--- src/rtl/vit_pkg.sv ---
// Shared constants for the 4-state (K=3, r=2) Viterbi path-metric sequencer:
// code geometry, metric packing helpers and the controller state encoding.
package vit_pkg;

  localparam int K        = 3;
  localparam int R        = 2;
  localparam int NS       = 1 << (K - 1);
  localparam int MW       = 8;
  localparam int INIT_PEN = 64;
  localparam int MET_W    = NS * MW;

  // Controller states, kept as plain 3-bit constants for legacy tools.
  typedef logic [2:0] state_t;
  localparam state_t S_IDLE     = 3'd0;
  localparam state_t S_WAIT_SYM = 3'd1;
  localparam state_t S_ACS      = 3'd2;
  localparam state_t S_UPD      = 3'd3;
  localparam state_t S_TB       = 3'd4;
  localparam state_t S_TB_WAIT  = 3'd5;

  // State i's metric occupies [met_lsb(i) +: MW] of a packed metric vector.
  function automatic int met_lsb(input int i);
    return MW * i;
  endfunction

  // Frame-start metrics: state 0 is the known encoder start, all others penalised.
  function automatic logic [MET_W-1:0] init_metrics();
    logic [MET_W-1:0] v;
    v = '0;
    for (int i = 1; i < NS; i++) v[met_lsb(i) +: MW] = MW'(INIT_PEN);
    return v;
  endfunction

  localparam logic [MET_W-1:0] INIT_MET = init_metrics();

endpackage

--- src/rtl/vit_norm.sv ---
// Path-metric normalizer. With VIT_NORM_EN defined, when every metric has its
// MSB set, 2^(MW-1) is subtracted from all of them (ordering is preserved);
// otherwise, and always when VIT_NORM_EN is undefined, metrics pass unchanged.
module vit_norm
  import vit_pkg::*;
(
  input  logic [MET_W-1:0] met_in,
  output logic [MET_W-1:0] met_out
);

`ifdef VIT_NORM_EN
  logic all_high;

  // Clear the common MSB only when no metric could underflow.
  always_comb begin
    // NOTE: combinational blocks use blocking '=' and assign every output a
    // default first, so no path leaves a signal unassigned (no latch).
    all_high = 1'b1;
    met_out  = met_in;
    for (int i = 0; i < NS; i++) all_high = all_high & met_in[met_lsb(i) + MW - 1];
    if (all_high) begin
      for (int i = 0; i < NS; i++) met_out[met_lsb(i) + MW - 1] = 1'b0;
    end
  end
`else
  assign met_out = met_in;
`endif

endmodule

--- src/rtl/viterbi_acs_ctrl.sv ---
// Sequencer for the 4-state path-metric unit: loads initial metrics, paces one
// received symbol per ACS step, captures/normalises returned metrics, strobes
// survivor writes and hands off to traceback at frame end.
// Optional feature: VIT_NORM_EN enables metric normalisation (see vit_norm).
module viterbi_acs_ctrl
  import vit_pkg::*;
#(
  parameter int FRAME_LEN = 16,
  parameter int AW        = 4
) (
  input  logic             clk,
  input  logic             rst,
  input  logic             start,
  input  logic             sym_valid,
  output logic             sym_ready,
  input  logic [R-1:0]     sym_data,
  output logic [R-1:0]     sym_q,
  output logic [MET_W-1:0] pmu_dis,
  input  logic [MET_W-1:0] pmu_dis_in,
  output logic             surv_we,
  output logic [AW-1:0]    surv_addr,
  output logic             tb_start,
  output logic [AW-1:0]    tb_addr,
  input  logic             tb_done,
  output logic             busy,
  output logic             frame_done
);

  // One spare bit so the counter can hold FRAME_LEN itself when FRAME_LEN == 2^AW.
  localparam int CW = AW + 1;

  state_t           state_q, state_d;
  logic [CW-1:0]    sym_cnt_q, sym_cnt_d;
  logic             sym_ready_q, sym_ready_d;
  logic [R-1:0]     sym_q_q, sym_q_d;
  logic [MET_W-1:0] pmu_dis_q, pmu_dis_d;
  logic             surv_we_q, surv_we_d;
  logic [AW-1:0]    surv_addr_q, surv_addr_d;
  logic             tb_start_q, tb_start_d;
  logic [AW-1:0]    tb_addr_q, tb_addr_d;
  logic             busy_q, busy_d;
  logic             frame_done_q, frame_done_d;
  logic [MET_W-1:0] norm_met;

  vit_norm u_norm (
    .met_in  (pmu_dis_in),
    .met_out (norm_met)
  );

  // Next-state and next-output logic; every output is registered.
  always_comb begin
    state_d      = state_q;
    sym_cnt_d    = sym_cnt_q;
    sym_ready_d  = sym_ready_q;
    sym_q_d      = sym_q_q;
    pmu_dis_d    = pmu_dis_q;
    surv_we_d    = 1'b0;
    surv_addr_d  = surv_addr_q;
    tb_start_d   = 1'b0;
    tb_addr_d    = tb_addr_q;
    frame_done_d = 1'b0;

    case (state_q)
      S_IDLE: begin
        if (start) begin
          pmu_dis_d   = INIT_MET;
          sym_cnt_d   = '0;
          sym_ready_d = 1'b1;
          state_d     = S_WAIT_SYM;
        end
      end
      S_WAIT_SYM: begin
        if (sym_valid && sym_ready_q) begin
          sym_q_d     = sym_data;
          sym_ready_d = 1'b0;
          state_d     = S_ACS;
        end
      end
      S_ACS: begin
        // PMU latches its results at the end of this cycle; write them next.
        surv_we_d   = 1'b1;
        surv_addr_d = sym_cnt_q[AW-1:0];
        state_d     = S_UPD;
      end
      S_UPD: begin
        pmu_dis_d = norm_met;
        sym_cnt_d = sym_cnt_q + CW'(1);
        if (sym_cnt_q == CW'(FRAME_LEN - 1)) begin
          tb_start_d = 1'b1;
          tb_addr_d  = AW'(FRAME_LEN - 1);
          state_d    = S_TB;
        end else begin
          sym_ready_d = 1'b1;
          state_d     = S_WAIT_SYM;
        end
      end
      S_TB: begin
        // tb_done is deliberately not looked at in the start cycle.
        state_d = S_TB_WAIT;
      end
      S_TB_WAIT: begin
        if (tb_done) begin
          frame_done_d = 1'b1;
          state_d      = S_IDLE;
        end
      end
      default: state_d = S_IDLE;
    endcase

    busy_d = (state_d != S_IDLE);
  end

  // State and output registers; asynchronous reset abandons any frame.
  always_ff @(posedge clk or negedge rst) begin
    if (!rst) begin
      state_q      <= S_IDLE;
      sym_cnt_q    <= '0;
      sym_ready_q  <= 1'b0;
      sym_q_q      <= '0;
      pmu_dis_q    <= '0;
      surv_we_q    <= 1'b0;
      surv_addr_q  <= '0;
      tb_start_q   <= 1'b0;
      tb_addr_q    <= '0;
      busy_q       <= 1'b0;
      frame_done_q <= 1'b0;
    end else begin
      // NOTE: clocked state uses non-blocking '<=' so every flop samples the
      // pre-edge values regardless of statement order.
      state_q      <= state_d;
      sym_cnt_q    <= sym_cnt_d;
      sym_ready_q  <= sym_ready_d;
      sym_q_q      <= sym_q_d;
      pmu_dis_q    <= pmu_dis_d;
      surv_we_q    <= surv_we_d;
      surv_addr_q  <= surv_addr_d;
      tb_start_q   <= tb_start_d;
      tb_addr_q    <= tb_addr_d;
      busy_q       <= busy_d;
      frame_done_q <= frame_done_d;
    end
  end

  assign sym_ready  = sym_ready_q;
  assign sym_q      = sym_q_q;
  assign pmu_dis    = pmu_dis_q;
  assign surv_we    = surv_we_q;
  assign surv_addr  = surv_addr_q;
  assign tb_start   = tb_start_q;
  assign tb_addr    = tb_addr_q;
  assign busy       = busy_q;
  assign frame_done = frame_done_q;

endmodule

--- config.mk ---
export PLATFORM = sky130hd
export DESIGN_NAME = viterbi_acs_ctrl
export DESIGN_NICKNAME = d
export VERILOG_FILES = /design/src/rtl/vit_pkg.sv /design/src/rtl/vit_norm.sv /design/src/rtl/viterbi_acs_ctrl.sv
export SDC_FILE = /design/constraint.sdc
export NUM_CORES = 1
export LEC_CHECK = 0
export CORE_MARGIN = 5
export CORE_UTILIZATION = 28
export CTS_BUF_LIST = sky130_fd_sc_hd__clkbuf_8
export DETAILED_ROUTE_END_ITERATION = 12
export HOLD_SLACK_MARGIN = 0.06
export PLACE_DENSITY = 0.56
export SLEW_MARGIN = 15
export SYNTH_ARGS = -nofsm -noshare
export SYNTH_HDL_FRONTEND = slang
export SYNTH_HIERARCHICAL = 1
export SYNTH_SLANG_ARGS = --single-unit
--- constraint.sdc ---
create_clock -name clk -period 1.9 [get_ports clk]
set_input_delay 0.38 -clock clk [delete_from_list [all_inputs] [get_ports clk]]
set_output_delay 0.38 -clock clk [all_outputs]
set_load 0.02 [all_outputs]
---- Word level (Yosys, flattened, before mapping) ----
Cells that the tools add are included.
word-level totals
  output and inout port bits .............. 47
  input bits .............................. 39
  latch bits .............................. 0
  memories ................................ 0
  memory bits (read-only) ................. 0
  flip-flop bits (word level) ............. 52
  memory bits (writable) .................. 0
cells by class
  divide/modulo/power cells ............... 0
  multiply operators ...................... 0
  bitwise logic cells ..................... 0
  multiplexer cells ....................... 18
  equal/unequal tests ..................... 9
  add/subtract/negate cells ............... 1
  reductions and logical operators ........ 9
  shift operators ......................... 0
  order comparisons ....................... 0
operator list
  cell                 number
  $pmux 32 s2          1
  $mux 32              1
  $pmux 3 s6           1
  $mux 3               4
  $pmux 5 s2           1
  $mux 1               8
  $eq 3x2->1 const B   2
  $eq 3x3->1 const B   2
  $ne 2x2->1 const B   3
  $reduce_and 2->1     3
  $reduce_bool 3->1    2
  $add 5x1->5 const B  1
  $eq 5x4->1 const B   1
  $mux 5               1
  $reduce_and 4->1     1
  $eq 3x1->1 const B   1
  $logic_not 3->1      1
  $pmux 1 s3           1
  $reduce_bool 2->1    1
  $logic_and 1x1->1    1

---- Longest topological paths before layout ----
Gate-level depths: netlist of the first run.
  depth after elaboration ................. 4
  depth in mapped cells ................... 6

---- Modules after synthesis ----
Netlist of the first run, hierarchy kept.
by module, submodules not included
  module            cells an instance  times used  sequential area each (sq um)  area each (sq um)
  viterbi_acs_ctrl  153                1           1301.2                        2072.0
  vit_norm          32                 1           0.0                           240.2

---- Worst setup path before layout of the first run ----
OpenSTA, ideal clock, no wires.
  path kind ............................... register -> register
  start point ............................. reg state_q[1]
  end point ............................... reg pmu_dis_q[0], in the netlist pmu_dis[0]
  cell stages (with the launch flop) ...... 6
  arrival time ............................ 1.497 ns
  buffers on the path ..................... 2
  setup slack ............................. 0.282 ns
  setup time .............................. 0.121 ns
  required time ........................... 1.779 ns
  period minus slack after synthesis ...... 1.618 ns
  cells stage by stage .................... dfrtp_1 > or4b_4 > and2_1 > buf_6 > buf_6 > a22o_1
on the way
  longest elaborated chain between the ends .. 3
RTL lines
  what                                                              line                     source
  start: declaration                                                viterbi_acs_ctrl.sv:32   state_t state_q, state_d;
  start signal: assignment                                          viterbi_acs_ctrl.sv:130  state_q <= state_d;
  $eq 3x2->1 or $logic_not 3->1 (tied branches)                     viterbi_acs_ctrl.sv:63   case (state_q)
  $reduce_bool 2->1 (no source line) or $ne 2x2->1 (tied branches)  -
  $reduce_and 2->1 (no source line)                                 -
  end signal: assignment                                            viterbi_acs_ctrl.sv:134  pmu_dis_q <= pmu_dis_d;
  end: declaration                                                  viterbi_acs_ctrl.sv:36   logic [MET_W-1:0] pmu_dis_q, pmu_dis_d;
Several ways; a longest one is shown, not always the timed one.
A chain may end at the register's enable or synchronous reset.

---- Worst setup path in the final report of the first run ----
  start point ............................. in start
  end point ............................... reg pmu_dis_q[16], in the netlist pmu_dis[16]
on the way
  longest elaborated chain between the ends .. 2
RTL lines
  what                               line                    source
  start: declaration                 viterbi_acs_ctrl.sv:13  input logic start,
  $ne 2x2->1 (no source line)        -
  $reduce_and 2->1 (no source line)  -
Every way passes these cells.

==> results of run 1 <==
## through the flow
| stage | area [um^2] | instances |
|---|---|---|
| floorplan | 2312 | 185 |
| global placement | 3053 | 339 |
| detailed placement | 3053 | 339 |
| CTS | 3141 | 347 |
| global route | 3141 | 347 |
| finish | 3141 | 347 |
## critical path: stages
cell                              delay [ps]
sky130_fd_sc_hd__clkdlybuf4s50_1         510
sky130_fd_sc_hd__or4b_4                  470
sky130_fd_sc_hd__and2_1                  220
sky130_fd_sc_hd__buf_12                  170
sky130_fd_sc_hd__a22o_1                  180
## worst min-delay path by stage
stage	from	end	slack, ps	cells after the start
detailed placement	rst	pmu_dis[5]$_DFFE_PN0P_	400	2
floorplan	rst	busy$_DFF_PN0_	80	0
finish	rst	pmu_dis[6]$_DFFE_PN0P_	60	2
CTS	rst	pmu_dis[5]$_DFFE_PN0P_	70	2
global placement	rst	pmu_dis[5]$_DFFE_PN0P_	390	2
global route	rst	pmu_dis[10]$_DFFE_PN0P_	80	2
## cell type report
| class | count | area [um^2] | share of cell area |
|---|---|---|---|
| multi-input cells | 85 | 666.9 | 0.2124 |
| repair buffers | 95 | 945.9 | 0.3012 |
| well taps | 105 | 131.4 | 0.04183 |
| inverters | 2 | 7.507 | 0.002390 |
| clock inverters | 3 | 18.77 | 0.005976 |
| clock buffers | 5 | 68.82 | 0.02191 |
| flip-flops and latches | 52 | 1301 | 0.4143 |
## where the power goes
part	leakage (nW)	switching (W)	internal, W	total (W)
Clock	0.0479	0.000363	0.000258	0.000621
Sequential	0.673	0.000195	0.00145	0.00164
Combinational	0.670	0.000996	0.00106	0.00206
Total	1.39	0.00155	0.00277	0.00433
## per-layer routing
layer	wire [um]	vias to the layer above
li1	-	742
met1	2254	756
met2	2303	46
met3	401	4
met4	36	0
met5	0	-
## Yosys cell counts, types with 2 or more instances
library cell	number	share of area
sky130_fd_sc_hd__o21ai_0	2	0.0043
sky130_fd_sc_hd__mux2_2	6	0.029
sky130_fd_sc_hd__nand2_1	6	0.0097
sky130_fd_sc_hd__buf_2	2	0.0043
sky130_fd_sc_hd__a211o_1	2	0.0076
sky130_fd_sc_hd__buf_6	4	0.019
sky130_fd_sc_hd__buf_4	35	0.11
sky130_fd_sc_hd__o22ai_1	2	0.0054
sky130_fd_sc_hd__a21oi_1	2	0.0043
sky130_fd_sc_hd__nand3_1	3	0.0065
sky130_fd_sc_hd__nand2b_1	4	0.011
sky130_fd_sc_hd__a22o_1	30	0.11
sky130_fd_sc_hd__and2_1	2	0.0054
sky130_fd_sc_hd__nor3b_1	3	0.0097
sky130_fd_sc_hd__and3_1	2	0.0054
sky130_fd_sc_hd__clkbuf_1	4	0.0065
sky130_fd_sc_hd__o22a_1	3	0.011
sky130_fd_sc_hd__inv_1	2	0.0032
sky130_fd_sc_hd__nor2_1	3	0.0049
sky130_fd_sc_hd__dfrtp_1	52	0.56
sky130_fd_sc_hd__ha_1	2	0.011
## cells by family (layout without fill, tap and decap cells)
group / count (synthesis) / after routing
flops: 52 / 52
buf+inv: 48 / 105
compound gates: 43 / 43
simple gates: 33 / 33
mux: 7 / 7
fa+ha+maj: 2 / 2
## cell usage in the layout, fill, tap and decap left out, types with 2 or more instances in the layout
master,count
sky130_fd_sc_hd__dfrtp_1,52
sky130_fd_sc_hd__ha_1,2
sky130_fd_sc_hd__o22a_1,3
sky130_fd_sc_hd__and2_1,2
sky130_fd_sc_hd__nand2b_1,4
sky130_fd_sc_hd__nand3_1,3
sky130_fd_sc_hd__nor3b_1,3
sky130_fd_sc_hd__nand2_1,6
sky130_fd_sc_hd__nor2_1,3
sky130_fd_sc_hd__inv_1,2
sky130_fd_sc_hd__clkdlybuf4s50_1,84
sky130_fd_sc_hd__clkbuf_8,5
sky130_fd_sc_hd__a21oi_1,2
sky130_fd_sc_hd__mux2_2,6
sky130_fd_sc_hd__buf_4,8
sky130_fd_sc_hd__a211o_1,2
sky130_fd_sc_hd__buf_12,2
sky130_fd_sc_hd__o22ai_1,2
sky130_fd_sc_hd__and3_1,2
sky130_fd_sc_hd__a22o_1,30
sky130_fd_sc_hd__clkinv_2,2
sky130_fd_sc_hd__o21ai_0,2
## sequential cells by signal (all words and copies together) (netlist names)
register    flops
pmu_dis        32
sym_cnt_q       5
surv_addr       4
state_q         3
sym_q           2
busy            1
frame_done      1
surv_we         1
sym_ready       1
tb_addr         1
tb_start        1
==> results.md, run 1 <==
- The first detailed-routing pass took 4 iterations.
- For this run, asynchronously set or reset flops after synthesis account for 1.000.
- The distinct cell type count of the synthesized netlist is 35.
- The overall global routing resource usage is 0.09545.
- The worst ir drop on vdd is 0.0005950 V.
- The slew at the pin with the worst max-slew slack is 418.2 ps.
- The flow ran to the end, and the final reports show no timing, DRC or antenna violations.
- The count of port buffers added during placement is 85.
- In the final layout, the share of cells above drive strength 1 is 0.1157.
- The die is 100.9 um tall.
- The post-layout minimum cycle time is 1772 ps.
- The number of global-route vias before repair came to 1570.
- The number of max-cap violations is 0.
- Tracing the worst setup path back leads to its startpoint at start.
- The layout overhead on the synthesized area is 35.82%.
- 0 antenna diodes ended up in the layout.
- The kind of path behind the tightest hold check is input pin to async pin.
- The final number of setup-violating endpoints is 0.
- The wire length of the first global-routing pass is 7693 um.
- The maximum clock rate is 564.3 MHz.
- Synthesis produced a netlist with a net count of 226.
- The complex-gate fraction of the synthesized area came to 0.1553.
- The fill cell instance count of the final layout is 812.
- The total number of yosys warnings is 6.
- For this design, the sink count on the clock tree is 52.
- The floorplan die area is 0.01018 mm^2.
- The clock arrives with 6.193 ps of skew.
- The smallest hold slack is 63.68 ps.
- TritonCTS built the clock tree.
- The synthesized design contains 52 register bits.
- The floorplan has 33 rows.
- The final-report max-slew violation count is 0.
- After clock tree synthesis, the clock-pin slew on the worst setup and hold paths is 100 ps.
- For the worst setup path, the data arrival time is 1960 ps.
- Routability-driven placement finished with a final weighted congestion of 0.7012.
- In this run, synthesis inferred 0 flip-flops with an integrated enable.
- The final-report hold violation count is 0.
- The routed length per placed instance is 14.39 um.
- The launching point of the worst reg2reg path is sym_cnt_q[0]$_DFFE_PN0P_.
- The via-per-instance ratio is 4.461.
- The launching element type of the critical path is an input pin.
- The worst register-to-register path ends at busy$_DFF_PN0_.
- Of the synthesized area, sequential elements account for 0.5628.
- The path depth of the worst reg2reg path is 5.
- The final routed DRC violation total is 0.
- The xor/xnor share of the synthesized area is 0.
- The HPWL after detailed placement is 3577 um.
- The pin count of the biggest net entering global routing is 53.
- After clock tree synthesis, the flow added hold-fix buffers numbering 0.
- The most used flip-flop cell after synthesis is sky130_fd_sc_hd__dfrtp_1.
- Power spread over the standard cell area amounts to 1377 mW/mm^2.
- The layout net count is 282.
- The maximum level of the CTS H-tree is 2.
- The number of antenna violations at the first check in global routing is 0.
- The worst setup path is captured at a register.
- After layout, the design draws a total of 0.004325 W.
- The met1 layer usage reported by global route is 0.1239.
- Measured against the total synthesized area, the mux share comes to 0.03355.
- Of the total synthesized cell area, the portion taken by full adders, half adders and majority gates is 0.01082.
- Of the total synthesized cell area, the portion taken by AND, OR, NAND and NOR gates is 0.08874.
- The setup TNS is 0 ps.
- Summed over all cells, the static leakage comes to 1.391 nW.
- No sink is reached through more buffers than the 2 on the longest clock path.
- The final layout contains routed wiring with a total length of 4995 um.
- The register-to-register path setup slack is 190 ps.
- The total I/O pin count is 86.
- Timing analysis after detailed placement gives a worst setup slack of -184.0 ps.
- The via count of the routed design is 1548.
- The horizontal die dimension is 100.9 um.
- The number of cells produced by synthesis is 185.
- Following the worst setup path forward leads to its endpoint at pmu_dis[16]$_DFFE_PN0P_.
- The total area inside the core boundary comes to 0.008134 mm^2.
- In the post-route analysis, the smallest setup slack over all paths is 127.7 ps.
- Setup repair after global routing left no endpoint under its margin.
- Dividing the final minimum period by the clock period gives 0.9328.
- The clock network latency to the later pin of the worst-skew pair is 300 ps.
- The critical path is of the input pin to register type.
- The post-CTS setup-driven buffer insertion count is 0.
- In this run, the number of DRC markers left after iteration 0 of detailed routing was 34.
- The layer carrying the most global-route usage is met2.
- The initial utilization of the core area, before any placement, comes to 0.2843.
- The total clock buffers created by CTS is 5.
- In the global route stage, met3 resource usage came out at 0.03114.
- Once layout is complete, the utilization of the core stands at 0.3861.
- The mean cell area of the mapped netlist is 12.50 um^2.
- The count of nets left with antenna violations once routing finished came out at 0.
- The worst pin sits at a relative slew slack of 0.7200.
- The overall overflow remaining after global route is 0.
- Summing every instance area after synthesis gives 0.002312 mm^2.
- The tree is rooted in a sky130_fd_sc_hd__clkbuf_8.
- Once the clock tree was built, the resizer swapped 0 gates to a different size.
- By area, the combinational part of the netlist is dominated by compound AO/OA/AOI/OAI gates.
- The maximum fanout encountered on the critical timing path is 23.
- The met2 capacity usage during global routing is 0.1534.
- Data on the critical path is required at its endpoint by 2090 ps.
Power figures use the tool's default switching activity.
==> run 2, diff against run 1 <==
--- a/config.mk
+++ b/config.mk
@@ -12,3 +12,3 @@
 export HOLD_SLACK_MARGIN = 0.06
-export PLACE_DENSITY = 0.56
+export PLACE_DENSITY = 0.58
 export SLEW_MARGIN = 15
==> constraint.sdc (replaced) <==
create_clock -name clk -period 1.6 [get_ports clk]
set_input_delay 0.32 -clock clk [delete_from_list [all_inputs] [get_ports clk]]
set_output_delay 0.32 -clock clk [all_outputs]
set_load 0.005 [all_outputs]
==> run 2 against run 1 <==
Effect of this change: core utilization up 1.6 points; flip-flop and latch count unchanged; highest routed layer unchanged; die area unchanged; wire length up 7.6%.
==> results.md, run 2 (same netlist as run 1, synthesis figures left out) <==
- The wire length reported by the detailed router was 5374 um (+7.6%).
- The share of the core filled with cells in the final layout is 0.4018 (+0.01569).
- The data required time of the worst path is 1780 ps (-310 ps).
- The fill cell instance count of the final layout is 784 (-3.4%).
- In this run the worst setup path begins at state_q[1]$_DFF_PN0_.
- The horizontal die dimension came to 100.9 um (unchanged).
- The flow ran to the end, and the final reports show no timing, DRC or antenna violations.
- The kind of path behind the tightest hold check is input pin to async pin.
- For this run, the top clock speed supported by timing is 637.9 MHz.
- The starting utilization of the core area is 0.2843 (unchanged).
- The peak per-stage delay on the critical path is 540 ps (+30 ps).
- The maximum level of the CTS H-tree is 2 (unchanged).
- In the layout the commonest cells are sky130_fd_sc_hd__clkdlybuf4s50_1 (82), sky130_fd_sc_hd__dfrtp_1 (52), sky130_fd_sc_hd__a22o_1 (30).
- The clock network latency to the later pin of the worst-skew pair came to 290 ps (about the same).
- The final-report max-slew violation count came to 0 (unchanged).
- The path depth of the worst reg2reg path is 4 (-1).
- The vertical die dimension is 100.9 um (unchanged).
- TritonCTS built the clock tree.
- The endpoint of the lowest-slack register-to-register path is pmu_dis[20]$_DFFE_PN0P_.
- The final routed DRC violation total came to 0 (unchanged).
- The number of antenna violations at the first check in global routing is 0 (unchanged).
- The number of cell rows was 33 (unchanged).
- The final-report hold violation count was 0 (unchanged).
- The buffer cell driving the clock tree root is sky130_fd_sc_hd__clkbuf_8.
- The maximum fanout encountered on the critical timing path is 7 (-70%).
- The slew at the pin with the worst max-slew slack is 423.0 ps (+4.851 ps).
- The area after detailed placement is 0.003113 mm^2 (+2.0%).
- The count of port buffers added during placement came to 85 (unchanged).
- The core box area is 0.008134 mm^2 (unchanged).
- The filler-free cell count of the finished design was 356 (+2.6%).
- The end point of the critical path is pmu_dis[20]$_DFFE_PN0P_.
- The post-placement setup slack was -378.8 ps (-194.8 ps).
- The first-pass detailed-route iteration total came to 4 (unchanged).
- The launching point of the worst reg2reg path is state_q[1]$_DFF_PN0_.
- The wire length of the first global-routing pass is 8176 um (+6.3%).
- The placer's final routability congestion estimate is 0.7530 (+7.4%).
- The data arrival time of the worst path is 1750 ps (-210 ps).
- The launching element type of the critical path is a register.
- The fraction of layout instances using a drive strength above 1 came to 0.1474 (+0.03171).
- The register-to-register path setup slack was 30 ps (-160 ps).
- The maximum buffer depth of the clock tree came to 2 (unchanged).
- The flip-flop count of the largest register, all copies and words added is 32 (unchanged).
- The layout net count came to 291 (+3.2%).
- The total clock buffers created by CTS is 5 (unchanged).
- The relative max-transition margin was 0.7180 (-0.002012).
- The final setup skew is 6.857 ps (+0.6637 ps).
- The final number of setup-violating endpoints was 0 (unchanged).
- The overall overflow remaining after global route is 0 (unchanged).
- The number of routed nets with antenna violations is 0 (unchanged).
- Subtracting the final worst setup slack from the clock period gives 1568 ps.
- The via count of the routed design came to 1595 (+3.0%).
- The signal on the critical path passes through or4b_4, and2_4, clkbuf_16, a22o_1.
- The smallest hold slack was 491.8 ps (+428.1 ps).
- The via-per-instance ratio is 4.480 (+0.43%).
- The post-route cell area is 0.003268 mm^2 (+4.1%).
- The number of global-route vias before repair is 1566 (-0.25%).
- The placed cell count was 345 (+1.8%).
- The number of max-cap violations is 0 (unchanged).
- The leakage power figure is 1.479 nW (+6.3%).
- STA classifies the critical path endpoint as a register.
- The antenna cell count is 0 (unchanged).
- The most common cell after layout, fill and taps aside is sky130_fd_sc_hd__clkdlybuf4s50_1.
- The total I/O pin count was 86 (unchanged).
- The worst ir drop on vdd is 0.0005725 V (-3.8%).
- From synthesis to final layout, the design area changed by 41.34%.
- The iteration-0 DRC count of the detailed router is 67 (+97%).
- By startpoint and endpoint, the worst setup path is classified as register to register.
- In the finished design, the share of the clock period the worst path needs comes to 0.9797.
- The overall global routing resource usage is 0.1017 (+0.006283).
- The HPWL after detailed placement came to 3703 um (+3.5%).
- The sink count of the clock tree is 52 (unchanged).
- The cell with the largest stage delay on the worst path is sky130_fd_sc_hd__or4b_4.
- The routed length per placed instance is 15.10 um (+4.9%).
- The pin count of the biggest net entering global routing is 37 (-30%).
- Setup repair after global routing could not meet its margin everywhere.
- The clock-pin slew reported for the worst setup and hold paths after clock tree synthesis is 90 ps (about the same).
- The final setup slack of the worst path was 32.45 ps (-95.30 ps).
- The power density of the placed cells is 1515 mW/mm^2 (+10%).
- The floorplan die area was 0.01018 mm^2 (unchanged).
-- run 2: layer usage --
metal,part of all wire,vias up,GRT usage
met5,0,-,0
met4,0.0078,0,0.02487
met1,0.49,784,0.1478
met2,0.43,51,0.1458
met3,0.074,4,0.03322
li1,-,756,-
-- run 2: per-stage QoR --
step | setup TNS (ps) | total power (W)
floorplan | 0 | 0.003023
global placement | -12120 | 0.004138
detailed placement | -12540 | 0.004166
CTS | 0 | 0.004953
global route | -15.22 | 0.005273
finish | 0 | 0.004950
-- run 2: layout make-up --
class | count | area [um^2] | area share
multi-input combinational | 85 | 686.9 | 0.2102
clock buffer | 6 | 82.58 | 0.02527
tap | 105 | 131.4 | 0.04020
inverter | 2 | 7.507 | 0.002297
clock inverter | 2 | 7.507 | 0.002297
timing repair buffer | 104 | 1051 | 0.3216
sequential | 52 | 1301 | 0.3982
-- run 2: worst min-delay path by stage --
stage / start / to / slack (ps) / cells after the start
final: rst / pmu_dis[16]$_DFFE_PN0P_ / 490 / 2
after global routing: rst / pmu_dis[19]$_DFFE_PN0P_ / 520 / 2
after CTS: rst / pmu_dis[15]$_DFFE_PN0P_ / 500 / 2
after detailed placement: rst / pmu_dis[19]$_DFFE_PN0P_ / 280 / 1
after global placement: rst / pmu_dis[18]$_DFFE_PN0P_ / 280 / 1
after floorplan: rst / busy$_DFF_PN0_ / 20 / 0
-- run 2: critical path, delay by kind of cell, from the launching register on --
kind / cells / cell delay (ps)
flip-flops: 1 / 390
AND/OR/NAND/NOR: 2 / 730
buffers and inverters: 1 / 170
AO/OA/AOI/OAI: 1 / 170
-- run 2: where the power goes --
part,leakage [nW],internal (W),switching (W)
Clock,0.0538,0.000341,0.000404
Sequential,0.673,0.00172,0.000222
Combinational,0.752,0.00140,0.000857
Total,1.48,0.00347,0.00148
-- run 2: repair_timing --
| action | CTS | global route |
|---|---|---|
| pin swaps | 0 | 2 |
| endpoints found under the hold margin | 16 | 0 |
| resized for setup | 2 | 5 |
| hold buffers | 1 | 0 |
| gates cloned | 0 | 1 |
| setup endpoints to repair | 33 | 27 |
| setup buffers | 0 | 1 |
==> run 3, diff against run 2 <==
Settings changed: PLACE_DENSITY 0.58 to not set.
==> run 3 against run 2 <==
Effect of this change: final cell count increased by 0.28%; worst hold slack gained 13 ps; clock power rose by 3.8%; largest power group unchanged; fmax decreased by 0.27%; core utilization shrank 0.092 points.
==> results.md, run 3 (same netlist as run 1, synthesis figures left out) <==
- The flow ran to the end, and the final reports show no timing, DRC or antenna violations.
- The wire length of the first global-routing pass came to 8480 um (+3.7%).
- The data required time of the worst path came to 1790 ps (about the same).
- The number of cell rows was 33 (unchanged).
- The maximum buffer depth of the clock tree is 2 (unchanged).
- STA classifies the critical path endpoint as a register.
- The HPWL after detailed placement was 3800 um (+2.6%).
- The fraction of layout instances using a drive strength above 1 is 0.1627 (+0.01529).
- The power density of the placed cells is 1516 mW/mm^2 (+0.12%).
- The maximum level of the CTS H-tree came to 2 (unchanged).
- Relative to the synthesized area, the layout overhead comes to 41.02%.
- The floorplan die area is 0.01018 mm^2 (unchanged).
- The horizontal die dimension is 100.9 um (unchanged).
- The fraction of met3 tracks used by global routing came to 0.03391 (+0.0006920).
- The count of port buffers added during placement came to 85 (unchanged).
- The routed length per placed instance came to 15.14 um (+0.31%).
- The antenna cell count is 0 (unchanged).
- The number of max-cap violations is 0 (unchanged).
- The final number of setup-violating endpoints came to 0 (unchanged).
- The layer carrying the most global-route usage is met2.
- The via count of the routed design is 1608 (+0.82%).
- The setup TNS is 0 ps (unchanged).
- The number of global-route vias before repair is 1613 (+3.0%).
- The overall global routing resource usage is 0.1053 (+0.003603).
- The period utilization came to 0.9824 (+0.002679).
- The pin count of the biggest net entering global routing is 53 (+43%).
- The tree is rooted in a sky130_fd_sc_hd__clkbuf_8.
- The wire length reported by the detailed router is 5406 um (+0.60%).
- The maximum clock rate is 636.2 MHz (-0.27%).
- Leaving out fill and tap cells, the most frequent cell in the layout is sky130_fd_sc_hd__clkdlybuf4s50_1.
- The flip-flop count of the largest register, all copies and words added was 32 (unchanged).
- The final setup skew is 6.216 ps (-0.6411 ps).
- The worst ir drop on vdd is 0.0005682 V (-0.76%).
- The overall overflow remaining after global route is 0 (unchanged).
- The layout net count is 292 (+0.34%).
- The launching element type of the critical path is a register.
- The fill cell instance count of the final layout is 768 (-2.0%).
- The total power was 0.004944 W (-0.11%).
- The core box area is 0.008134 mm^2 (unchanged).
- The clock network latency to the later pin of the worst-skew pair is 300 ps (about the same).
- The final-report max-slew violation count is 0 (unchanged).
- Setup repair after global routing could not meet its margin everywhere.
- The placed cell count is 344 (-0.29%).
- The number of routed nets with antenna violations is 0 (unchanged).
- The total clock buffers created by CTS is 5 (unchanged).
- The maximum fanout encountered on the critical timing path was 14 (+7).
- The iteration-0 DRC count of the detailed router is 25 (-63%).
- The number of antenna violations at the first check in global routing was 0 (unchanged).
- The met2 capacity usage during global routing came to 0.1534 (+0.007595).
- The via-per-instance ratio is 4.504 (+0.53%).
- The met1 layer usage reported by global route is 0.1528 (+0.005082).
- The top cell types in the final layout, fill and taps aside, are sky130_fd_sc_hd__clkdlybuf4s50_1 (79), sky130_fd_sc_hd__dfrtp_1 (52), sky130_fd_sc_hd__a22o_1 (30).
- The final-report hold violation count is 0 (unchanged).
- The post-layout minimum cycle time is 1572 ps (+4.287 ps).
- TritonCTS built the clock tree.
- The vertical die dimension is 100.9 um (unchanged).
- The placer's final routability congestion estimate was 0.7566 (+0.48%).
- The first-pass detailed-route iteration total is 4 (unchanged).
- The data arrival time of the worst path is 1760 ps (about the same).
- The slew at the pin with the worst max-slew slack was 324.1 ps (-98.95 ps).
- The clock-pin slew reported for the worst setup and hold paths after clock tree synthesis is 90 ps (about the same).
- The relative max-transition margin came to 0.7835 (+0.06550).
- The final routed DRC violation total is 0 (unchanged).
- The leakage power figure came to 1.525 nW (+3.1%).
- The total I/O pin count is 86 (unchanged).
- The sink count of the clock tree came to 52 (unchanged).
- The filler-free cell count of the finished design is 357 (+0.28%).
- The starting utilization of the core area is 0.2843 (unchanged).
- The kind of path behind the tightest hold check is register to register.
- The critical path in this run is classified as register to register.
## run 3: cell count changes in the layout (fill, tap and decap cells not counted), moves of 2 or more
| cell | change |
|---|---|
| sky130_fd_sc_hd__dlymetal6s2s_1 | +3 |
| sky130_fd_sc_hd__ha_2 | +2 |
| sky130_fd_sc_hd__inv_1 | -2 |
| sky130_fd_sc_hd__buf_4 | +2 |
| sky130_fd_sc_hd__clkinv_2 | +2 |
| sky130_fd_sc_hd__clkdlybuf4s50_1 | -3 |
## run 3: where the power goes
part           switching [W]  leakage, nW  internal [W]  total [W]
Clock               0.000427       0.0510      0.000346   0.000773
Sequential          0.000229        0.673       0.00172    0.00195
Combinational       0.000835        0.801       0.00138    0.00222
## run 3: area by class of cell
| type | instances | area, um^2 | share of cell area |
|---|---|---|---|
| clock buffers | 6 | 82.58 | 0.02533 |
| clock inverters | 2 | 10.01 | 0.003070 |
| inverters | 2 | 7.507 | 0.002302 |
| multi-input cells | 85 | 679.4 | 0.2084 |
| flip-flops and latches | 52 | 1301 | 0.3991 |
| well taps | 105 | 131.4 | 0.04029 |
| repair buffers | 105 | 1049 | 0.3216 |
## run 3: per-stage QoR
| step | area (um^2) | utilization | hold WS (ps) | worst slack, ps |
|---|---|---|---|---|
| 6_report | 3261 | 0.4009 | 505.1 | 28.16 |
| 5_1_grt | 3261 | 0.4009 | 526.3 | -12.97 |
| 4_1_cts | 3209 | 0.3946 | 508.3 | 9.340 |
| 3_5_place_dp | 3105 | 0.3818 | 339.2 | -358.5 |
| 3_3_place_gp | 3105 | 0.3818 | 338.0 | -345.3 |
| 2_1_floorplan | 2315 | - | 24.41 | 5.556 |
## run 3: worst paths after layout
kind | startpoint | end | slack, ps | cells past startpoint
min in group asynchronous | rst | pmu_dis[12]$_DFFE_PN0P_ | 540 | 3
max in group asynchronous | rst | pmu_dis[13]$_DFFE_PN0P_ | 810 | 3
max reg2reg | state_q[0]$_DFF_PN0_ | pmu_dis[18]$_DFFE_PN0P_ | 30 | 4
min reg2reg | pmu_dis[22]$_DFFE_PN0P_ | pmu_dis[22]$_DFFE_PN0P_ | 510 | 1
max | state_q[0]$_DFF_PN0_ | pmu_dis[18]$_DFFE_PN0P_ | 30 | 4
min | pmu_dis[22]$_DFFE_PN0P_ | pmu_dis[22]$_DFFE_PN0P_ | 510 | 1
## run 3: what timing repair did
item / in CTS / in global routing
hold endpoints to repair: 52 / 0
hold buffers: 1 / 0
endpoints found under the setup margin: 32 / 11
setup buffers: 0 / 4
gates resized for setup: 2 / 7
## run 3: critical path, cell delays in order (launching register included)
cell                      delay [ps]
sky130_fd_sc_hd__dfrtp_1         390
sky130_fd_sc_hd__or4b_4          540
sky130_fd_sc_hd__and2_4          200
sky130_fd_sc_hd__buf_12          150
sky130_fd_sc_hd__a22o_1          190
## run 3: metal layers
| layer | part of all wire | vias to the layer above |
|---|---|---|
| met4 | 0.0083 | 0 |
| met1 | 0.46 | 790 |
| met5 | 0 | - |
| li1 | - | 759 |
| met2 | 0.46 | 54 |
| met3 | 0.075 | 5 |
==> variant 1 (settings of run 1) <==
One comparison of `sym_cnt_q` changes from == to >=.
--- a/src/rtl/viterbi_acs_ctrl.sv
+++ b/src/rtl/viterbi_acs_ctrl.sv
@@ -85,7 +85,7 @@
       S_UPD: begin
         pmu_dis_d = norm_met;
         sym_cnt_d = sym_cnt_q + CW'(1);
-        if (sym_cnt_q == CW'(FRAME_LEN - 1)) begin
+        if (sym_cnt_q >= CW'(FRAME_LEN - 1)) begin
           tb_start_d = 1'b1;
           tb_addr_d  = AW'(FRAME_LEN - 1);
           state_d    = S_TB;
Check against the original RTL: no difference found for any inputs over 10 cycles, from zero or initial values and one cycle with rst low; that may be too few to reach the edited logic, so the function may still have changed.
==> variant 1 against run 1 <==
  * Setup slack better by 0.084 ns
  * Critical path type is now reg2out
  * Combinational power is 26% higher
  * Via count is 3.9% lower
  * Synthesized cell count is 2.2% lower
  * Synthesized area is 1.1% lower
  * Power is 17% higher
  * Wire length is 3.3% lower
  * Sequential cell count stayed put
  * Cell area is 0.96% lower
==> variant 1: results (changes against run 1) <==
Yosys
  • Sequential fraction of the synthesis area: 56.9% (+0.65 points)
  • Net Count, Synth: 222 (-1.8%)
  • Synth unique cells: 31 (-11%)
  • Cell count after synthesis: 181 (-2.2%)
  • Synth area leaders: dfrtp_1, a22o_1, buf_4, mux2_2, buf_6
  • Compound-Gate Fraction of Synth Area: 15.3% (-0.20 points)
  • Most frequent cells after synthesis: dfrtp_1, buf_4, a22o_1, mux2_2

Place
  • Pre-CTS setup slack: -0.0604 ns (+0.124 ns)
  • DP Area: 3020 um^2 (-1.1%)
  • GPL Wtd Cong: 0.747 (+6.6%)
  • HPWL Detailed: 3280 um (-8.2%)

Worst setup path
  • R2R Path Start: sym_cnt_q[1]
  • Crit Path Max Fanout: 5 (-78%)
  • Worst Setup EP: tb_addr[1]
  • FF-to-FF setup slack: 0.23 ns (+0.04 ns)
  • Worst EP arrival: 1.31 ns (-0.65 ns)
  • CP max stage delay: 0.62 ns (+0.11 ns)
  • Cell depth of the worst flop-to-flop path: 6 (+1)

Detailed routing
  • Via/cell ratio: 4.34 (-2.8%)
  • Met2 wire len: 2320 um (+0.56%)
  • Met1 Routed Length: 2100 um (-6.7%)

Timing
  • Slew @ Worst Pin: 0.360 ns (-0.0580 ns)
  • Fin crit share: 88.9% (-4.4 points)
  • Worst hold slack: 0.0622 ns (-0.00152 ns)
  • Max Clock Skew: 0.00674 ns (+0.000551 ns)

Pwr
  • Switching Power: 1.87 mW (+20%)
  • Register share of total power: 36.5% (-1.5 points)
  • Maximum vdd ir drop: 0.000491 V (-17%)
  • Static Leakage: 1.37 nW (-1.8%)
  • Sw frac: 36.9% (+0.95 points)

Cells and area
  • Layout cells sized above 1: 11.8% (+0.19 points)

Status
  • Status: finished clean

Global routing
  • Met3 Use GR: 3.27% (+0.15 points)
  • Total GRT Usage: 9.99% (+0.44 points)
## variant 1: changes by cell type after synthesis, moves of 2 or more
| cell | before | now |
|---|---|---|
| nand2b_1 | 4 | 1 |
| nand3b_1 | 1 | 3 |
| mux2i_1 | 1 | 3 |
| inv_1 | 2 | 5 |
| a211o_1 | 2 | 0 |
| nand2_1 | 6 | 4 |
| a21oi_1 | 2 | 4 |
| nand3_1 | 3 | 1 |
| and2_1 | 2 | 0 |
## variant 1: final cells by class
type / count / area, um^2
Sequential cell: 52 / 1300
Inverter: 5 / 18.8
Multi-Input combinational cell: 78 / 623
Timing Repair Buffer: 95 / 946
Fill cell: 813 / 4980
Clock buffer: 6 / 82.6
Tap cell: 105 / 131
Clock inverter: 2 / 7.51
## variant 1: kinds of logic after synthesis
group,count (synthesis)
compound gates,43
buf+inv,51
simple gates,24
flops,52
fa+ha+maj,2
mux,9
==> variant 2 (config.mk and constraints of run 1) <==
Without the edit above. `R`: 2 -> 4.
--- a/src/rtl/vit_pkg.sv
+++ b/src/rtl/vit_pkg.sv
@@ -3,7 +3,7 @@
 package vit_pkg;
 
   localparam int K        = 3;
-  localparam int R        = 2;
+  localparam int R        = 4;
   localparam int NS       = 1 << (K - 1);
   localparam int MW       = 8;
   localparam int INIT_PEN = 64;
Interface: changed (resized sym_data and sym_q); port bits go from 86 to 90. The function was not compared with the original's and may differ.
==> variant 2 against run 1 <==
  * Clock skew is 0.0033 ns higher
  * Critical endpoint is now sym_ready
  * Critical path type is now reg2out
  * Setup slack improved by 0.045 ns
  * Count of clock-buffer cells in the layout is 1 higher
  * Wire length rose by 7.4%
  * Clock power rose by 4.7%
  * Highest routed layer unchanged
  * Sequential power up 18%
  * Power up 22%
  * Largest power group unchanged
  * Register-to-register slack improved by 0.05 ns
  * Via count grew 2.9%
  * Synthesized area up 3.5%
  * Sequential cell count is 2 higher
  * Cell area up 4.3%
==> variant 2: results (changes against run 1) <==
Status
  • Status: finished clean

Global routing
  • Pin count of the biggest net entering global routing: 32 (-40%)
  • Grt met2 use: 15.3% (about the same)
  • Met1 Usage GRT: 14.9% (+2.5 points)
  • Number of global-route vias before repair: 1653 (+5.3%)

Yosys
  • Compound-Gate Fraction of Synth Area: 14.7% (-0.84 points)
  • Synth area leaders: dfrtp_1, a22o_1, buf_4, mux2_2, buf_6
  • Sequential fraction of the synthesis area: 56.5% (+0.18 points)
  • Synth unique cells: 31 (-11%)
  • Most frequent cells after synthesis: dfrtp_1, buf_4, a22o_1, mux2_2, nand2_1
  • Share of the synthesized area in the top cell type: 56.5% (+0.18 points)
  • Net Count, Synth: 234 (+3.5%)
  • Post-Synth Adder-Cell Area: 1.05% (-0.037 points)
  • Multiplexer share of the synthesized area: 4.18% (+0.83 points)

Detailed routing
  • Via/cell ratio: 4.45 (-0.25%)
  • Iteration-0 DRC Markers: 45 (+32%)
  • Met1 Routed Length: 2610 um (+16%)
  • Routed wire per std cell: 15.0 um (+4.1%)
  • Met3 wire length: 339 um (-15%)

Worst setup path
  • Worst path top cell family by delay: buffers and inverters
  • CP max stage delay: 0.63 ns (+0.12 ns)
  • Worst EP arrival: 1.35 ns (-0.61 ns)

Place
  • Port Buffers: 89 (+4.7%)
  • DP Area: 3190 um^2 (+4.3%)
  • GPL Wtd Cong: 0.737 (+5.1%)
  • HPWL Detailed: 3880 um (+8.4%)

Cells and area
  • Multi-input gate count: 88 (+3.5%)
  • Clk_buf instances: 6 (+1)
  • Register area: 1350 um^2 (+3.8%)
  • Fillcell total: 835 (+2.8%)
  • Layout clock area frac: 2.79% (about the same)
  • Seq_cells: 54 (+3.8%)
  • Layout cells sized above 1: 12.3% (+0.68 points)
  • Non-clk bufs: 101 (+6.3%)

Timing
  • Slew @ Worst Pin: 0.566 ns (+0.148 ns)
  • Max Clock Skew: 0.00952 ns (+0.00333 ns)

Pwr
  • Clk pwr: 0.650 mW (+4.7%)
  • Internal: 3.34 mW (+20%)
  • Maximum vdd ir drop: 0.000484 V (-19%)
  • Register share of total power: 36.8% (-1.2 points)
[variant 2: cell count changes after synthesis, moves of 2 or more]
cell	run 1	this run
dfrtp_1	52	54
nand2b_1	4	6
and2_1	2	0
mux2_2	6	8
clkbuf_1	4	6
[variant 2: metrics by stage]
stage	power, mW	setup WS, ns	setup TNS [ns]	utilization (%)	std cells
after floorplan	3.43	0.300	0	-	191
after global placement	4.65	-0.102	-2.86	38.6	350
after detailed placement	4.67	-0.129	-3.58	38.6	350
after CTS	5.35	0.150	0	39.7	358
after global routing	5.59	0.116	0	39.7	358
final	5.27	0.173	0	39.7	358
[variant 2: final timing paths]
path,from,endpoint,slack [ns],depth (start not counted)
max,sym_ready,sym_ready,0.17,1
min,rst,pmu_dis[27],0.06,1
max reg2reg,state_q[0],pmu_dis[19],0.24,4
min reg2reg,pmu_dis[30],pmu_dis[30],0.49,1
max in group asynchronous,rst,pmu_dis[7],1.28,2
min in group clk,pmu_dis[30],pmu_dis[30],0.49,1
